`config.mk`:
```
export PLATFORM = sky130hd
export DESIGN_NAME = trap_seq
export DESIGN_NICKNAME = d
export VERILOG_FILES = /design/src/rtl/trap_seq.sv
export SDC_FILE = /design/constraint.sdc
export NUM_CORES = 1
export LEC_CHECK = 0
export ABC_AREA = 1
export BUFFER_PORTS_ARGS = -buffer_cell sky130_fd_sc_hd__buf_2
export CORE_MARGIN = 4
export CORE_UTILIZATION = 44
export CTS_BUF_LIST = sky130_fd_sc_hd__clkbuf_16
export CTS_CLUSTER_DIAMETER = 150
export DETAILED_ROUTE_END_ITERATION = 7
export PLACE_DENSITY_LB_ADDON = 0.3
export SETUP_SLACK_MARGIN = 0.02
export SLEW_MARGIN = 20
export SYNTH_ARGS = -nofsm -noshare
export SYNTH_HDL_FRONTEND = slang
export SYNTH_SLANG_ARGS = --single-unit
```
`constraint.sdc`:
```
create_clock -name clk_i -period 2.53 [get_ports clk_i]
set_input_delay 0.253 -clock clk_i [delete_from_list [all_inputs] [get_ports clk_i]]
set_output_delay 0.253 -clock clk_i [all_outputs]
set_load 0.01 [all_outputs]
```
`src/rtl/trap_seq.sv`:
```
// Machine-mode trap sequencer: walks ecall/mret through the CSR updates one
// write per cycle, stalling the pipeline and redirecting fetch at the end.
module trap_seq #(
  parameter int unsigned         XLEN        = 32,
  parameter int unsigned         CSR_AW      = 12,
  parameter logic [XLEN-1:0]     ECALL_CAUSE = 32'hb
) (
  input  logic              clk_i,
  input  logic              rst_n,
  input  logic              W_valid_i,
  input  logic              W_ecall_i,
  input  logic              W_mret_i,
  input  logic [XLEN-1:0]   W_pc_i,
  input  logic [XLEN-1:0]   csr_rdata_i,
  output logic [CSR_AW-1:0] csr_raddr_o,
  output logic              csr_we_o,
  output logic [CSR_AW-1:0] csr_waddr_o,
  output logic [XLEN-1:0]   csr_wdata_o,
  output logic              stall_o,
  output logic              flush_o,
  output logic              redirect_valid_o,
  output logic [XLEN-1:0]   redirect_pc_o,
  output logic              busy_o
);

  localparam logic [CSR_AW-1:0] CSR_MSTATUS = CSR_AW'(12'h300);
  localparam logic [CSR_AW-1:0] CSR_MTVEC   = CSR_AW'(12'h305);
  localparam logic [CSR_AW-1:0] CSR_MEPC    = CSR_AW'(12'h341);
  localparam logic [CSR_AW-1:0] CSR_MCAUSE  = CSR_AW'(12'h342);

  typedef enum logic [2:0] {
    IDLE,
    SAVE_EPC,
    SAVE_CAUSE,
    SAVE_STATUS,
    JUMP_TVEC,
    RESTORE_STATUS,
    JUMP_EPC
  } state_e;

  state_e            state_q, state_d;
  logic [XLEN-1:0]   epc_q, epc_d;
  logic              take_ecall, take_mret;
  logic [XLEN-1:0]   status_trap, status_ret;

  // A trigger seen while reset is asserted must not leak flush/stall.
  assign take_ecall = rst_n && (state_q == IDLE) && W_valid_i && W_ecall_i;
  assign take_mret  = rst_n && (state_q == IDLE) && W_valid_i && W_mret_i && !W_ecall_i;

  always_comb begin
    status_trap        = csr_rdata_i;
    status_trap[7]     = csr_rdata_i[3];
    status_trap[3]     = 1'b0;
    status_trap[12:11] = 2'b11;

    status_ret         = csr_rdata_i;
    status_ret[3]      = csr_rdata_i[7];
    status_ret[7]      = 1'b1;
    status_ret[12:11]  = 2'b11;
  end

  always_ff @(posedge clk_i) begin
    if (!rst_n) begin
      state_q <= IDLE;
      epc_q   <= '0;
    end else begin
      state_q <= state_d;
      epc_q   <= epc_d;
    end
  end

  always_comb begin
    state_d          = state_q;
    epc_d            = epc_q;
    csr_raddr_o      = '0;
    csr_we_o         = 1'b0;
    csr_waddr_o      = '0;
    csr_wdata_o      = '0;
    stall_o          = 1'b1;
    flush_o          = 1'b0;
    redirect_valid_o = 1'b0;
    redirect_pc_o    = '0;
    busy_o           = 1'b1;

    unique case (state_q)
      IDLE: begin
        busy_o  = 1'b0;
        stall_o = take_ecall || take_mret;
        flush_o = take_ecall || take_mret;
        if (take_ecall) begin
          state_d = SAVE_EPC;
          epc_d   = W_pc_i;
        end else if (take_mret) begin
          state_d = RESTORE_STATUS;
        end
      end
      SAVE_EPC: begin
        csr_we_o    = 1'b1;
        csr_waddr_o = CSR_MEPC;
        csr_wdata_o = epc_q;
        state_d     = SAVE_CAUSE;
      end
      SAVE_CAUSE: begin
        csr_we_o    = 1'b1;
        csr_waddr_o = CSR_MCAUSE;
        csr_wdata_o = ECALL_CAUSE;
        state_d     = SAVE_STATUS;
      end
      SAVE_STATUS: begin
        csr_raddr_o = CSR_MSTATUS;
        csr_we_o    = 1'b1;
        csr_waddr_o = CSR_MSTATUS;
        csr_wdata_o = status_trap;
        state_d     = JUMP_TVEC;
      end
      JUMP_TVEC: begin
        csr_raddr_o      = CSR_MTVEC;
        redirect_valid_o = 1'b1;
        redirect_pc_o    = {csr_rdata_i[XLEN-1:2], 2'b00};
        state_d          = IDLE;
      end
      RESTORE_STATUS: begin
        csr_raddr_o = CSR_MSTATUS;
        csr_we_o    = 1'b1;
        csr_waddr_o = CSR_MSTATUS;
        csr_wdata_o = status_ret;
        state_d     = JUMP_EPC;
      end
      JUMP_EPC: begin
        csr_raddr_o      = CSR_MEPC;
        redirect_valid_o = 1'b1;
        redirect_pc_o    = {csr_rdata_i[XLEN-1:2], 2'b00};
        state_d          = IDLE;
      end
      default: begin
        state_d = IDLE;
      end
    endcase
  end

endmodule

```
# After elaboration in Yosys (flattened, before gate mapping)
# Index checks and enable logic that the tools add are counted.
# op_classes
n_reduce_logical	12
n_eq_ne	7
muxes	12
# op_table
operator	count
case mux 32 bit (4 select lines)	1
case mux 10 bit (3 select lines)	2
two-way mux 32 bit	1
case mux 3 bit (5 select lines)	1
equality test 3 bit, second input constant	3
equality test 3 x 2 -> 1 bit, second input constant	2
two-way mux 3 bit	2
logical AND 1 bit	5
two-way mux 1 bit	5
OR reduction 2 bit	2
OR reduction 4 bit	1
equality test 3 x 1 -> 1 bit, second input constant	1
logical NOT 3 bit	1
inequality test 3 bit, second input constant	1
AND reduction 2 bit	1
logical NOT 1 bit	1
logical OR 1 bit	1
# totals
reg_bits	35
out_inout_bits	93
elab_cells	33
in_bits	69

# Longest topological paths before layout
# depth
ltp_word	8
ltp_mapped	9
depth_no_buf	6

# Worst setup path before layout
# Ideal clock, no wire load.
# synth_timing
kind	reg2out
from	register state_q[2]
to	output csr_raddr_o[9]
path_buffers	2
t_required_ns	2.277
slack_ns	1.006
arrival_ns	1.271
path_stages_with_launch	7
cell_sequence	dfxtp_1 inv_2 nor2_1 inv_2 clkbuf_1 nand2_1 buf_4
# synth_via
elab_chain_cells	3
word_cells_on_any_way	6
# synth_rtl
item	line	text
start, declared	41	state_e state_q, state_d;
start signal, assigned	67	state_q <= state_d;
equality test 3 bit or equality test 3 x 2 -> 1 bit (tied branches)	85	unique case (state_q)
OR reduction 2 bit (no line)	--	
case mux 10 bit (3 select lines) (*)	85	
end, declared	15	output logic [CSR_AW-1:0] csr_raddr_o,
# Every way passes the cells marked *; elsewhere a longest branch is shown, timed or not.

# Worst setup path in the final report
# layout_timing
from	register state_q[1]
to	output csr_wdata_o[5]
# layout_via
elab_chain_cells	2
word_cells_on_any_way	5
# layout_rtl
item	line	text
equality test 3 bit, or another cell as far along	85	
case mux 32 bit (4 select lines) (*)	85	
end, declared	18	output logic [XLEN-1:0] csr_wdata_o,
# Marks and branches as above.

==> impl_metrics.py <==
metrics = {
    "logic_synthesis": {
        "syn_area_per_cell_um2": 6.03,
        "ys_warn_count": 0,
        "synthFlopType": "dfxtp_1",
        "synth_seq_cells": 35,
        "synth_top_area_share_pct": 31.6,
        "syn_area_um2": 2220,
        "ys_seq_area_share_pct": 31.6,
        "synth.most_common_cell": "nor2_1",
        "async_flop_share_pct": 0,
        "synthCells": 368,
        "synth_common_cells": "nor2_1 (103), nand2_1 (75), inv_1 (64)",
        "yosys.area.top_type": "dfxtp_1",
        "synth_edf_count": 0,
        "synth.distinct_cells": 23,
        "synth.area.top_cells": "dfxtp_1 (32%), nor2_1 (17%), nand2_1 (13%)",
    },
    "clock_network": {
        "numCtsBuffers": 5,
        "root_buffer": "clkbuf_16",
        "ctsResizeCount": 0,
        "insertion_delay_ps": 270,
        "clock_sinks": 35,
        "cts_buffer_depth": 2,
        "cts_tree": "done",
        "hold_buffers": 0,
        "clk_pin_slew_ps": 50,
        "cts_setup_buffers": 0,
        "htree_levels": 2,
    },
    "global_routing": {
        "grt_max_degree": 65,
        "first_global_vias": 2335,
        "grt_usage_pct": 19.2,
        "antenna_found_initial": 0,
        "grt_pass1_wl_mm": 9.98,
        "overflow": 0,
    },
    "worst_hold_path": {
        "hold_path.class": "input port to register",
    },
    "drt": {
        "drtAntennaViolNets": 0,
        "via_count": 2482,
        "drt_drc_violations_left": 0,
        "drtPass1Iterations": 4,
        "vias_per_cell": 4.38,
        "drt_first_iter_violations": 90,
        "routed_wirelength_mm": 6.03,
        "wl_per_cell_um": 10.6,
    },
    "final_layout": {
        "fin_nets": 568,
        "drive_gt1_share_pct": 34.4,
        "final_util_pct": 62.1,
        "num-fill-cells": 494,
        "area_growth_pct": 34.9,
        "insertedDiodeCount": 0,
    },
    "timing": {
        "period_minus_slack_ps": 2040,
        "fin_crit_sh_pct": 80.6,
        "setup_viol": 0,
        "slew_violations": 0,
        "timing.final.ws_setup_ps": 491,
        "tightest_slew_ps": 600,
        "rsz0062_at_grt": "false",
        "fin_setup_tns_ps": 0,
        "hold_viol_final": 0,
        "max_slew_margin_pct": 59.9,
        "max_freq_mhz": 490,
        "skew_ps": 3.08,
        "whs_ps": 202,
    },
    "worst_setup_path": {
        "cp-end-kind": "primary output",
        "worstSetupStartpointType": "register",
        "worstPathArrival_ps": 1790,
        "crit_required_ps": 2280,
        "crit_type": "register to primary output",
        "critPathMaxFanout": 31,
    },
    "floorplan": {
        "die_h_um": 79.0,
        "placementRows": 25,
        "dieArea_um2": 6240,
        "die_w_um": 79.0,
        "start_util_pct": 46.1,
        "io_pins": 162,
        "coreArea_um2": 4820,
    },
    "outcome": {
        "run_status": "completed",
    },
    "placement": {
        "pre_cts_slack_ps": 791,
        "post-dp-hpwl_mm": 4.54,
        "gp_congestion": 0.822,
        "io_buffer_count": 145,
    },
    "power": {
        "peakVddDrop_mv": 0.617,
        "p_leak_uw": 0.00195,
        "power_density_nw_per_um2": 825,
        "finalPower_uw": 2470,
    },
    "job": {
        "cap_violations": 0,
    },
}
-- worst paths after layout --
kind	startpoint	to	slack, ps	depth (start not counted)
hold reg to reg	epc_q[13]	epc_q[13]	520	4
hold / removal	W_pc_i[28]	epc_q[28]	200	3
setup reg to reg	state_q[0]	epc_q[22]	1050	6
setup / recovery	state_q[1]	csr_wdata_o[5]	490	6
-- worst max-delay path, stage by stage (launching register included) --
cell and delay, ps:
dfxtp_1 440, inv_2 110, nand2_2 120, nor2_2 60, inv_2 450, o22ai_1 150, buf_2 170
-- routing by layer --
metal	global-route usage, %	vias up	wire (um)
met3	3.85	6	502
li1	-	1315	-
met1	21.8	1056	2500
met5	0	-	0
met2	35.8	105	2960
met4	6.01	0	60
-- through the flow --
stage / cells / instance area (um^2)
floorplan: 383 / 2270
global placement: 559 / 2850
detailed placement: 559 / 2850
CTS: 567 / 2990
global route: 567 / 2990
finish: 567 / 2990
-- cell type report --
class / instances / area, um^2 / area share [%]
repair buffers: 147 / 741 / 24.8
inverters: 71 / 267 / 8.91
flip-flops and latches: 35 / 701 / 23.4
multi-input cells: 239 / 1060 / 35.5
clock inverters: 3 / 12.5 / 0.418
well taps: 67 / 83.8 / 2.80
clock buffers: 5 / 125 / 4.18
-- registers in the layout (all words and copies together) (netlist names) --
| signal | flops |
|---|---|
| epc_q | 32 |
| state_q | 3 |
-- layout by cell type (no fill, tap or decap), types with 4 or more instances in the layout --
master | netlist | final
buf_2 | 10 | 145
nor2_1 | 103 | 103
nand2_1 | 75 | 75
inv_1 | 64 | 66
dfxtp_1 | 35 | 35
o22ai_1 | 19 | 19
conb_1 | 1 | 16
inv_2 | 7 | 7
o22ai_2 | 7 | 7
clkbuf_16 | 0 | 5
a21oi_1 | 4 | 4
-- power by group --
part	leakage [uW]	switching (uW)	internal [uW]	total, uW
Sequential	0.000285	50.4	634	685
Combinational	0.00159	789	427	1220
Clock	0.0000762	213	355	568
Total	0.00195	1050	1420	2470
-- kinds of logic (layout without fill, tap and decap cells) --
| kind of cell | after synthesis | in the layout | synth area share (%) |
|---|---|---|---|
| other | 1 | 16 | 0.169 |
| buffers and inverters | 109 | 226 | 23.1 |
| AO/OA/AOI/OAI | 37 | 37 | 12.3 |
| flip-flops | 35 | 35 | 31.6 |
| AND/OR/NAND/NOR | 186 | 186 | 32.9 |
(Power assumes the default switching activity.)
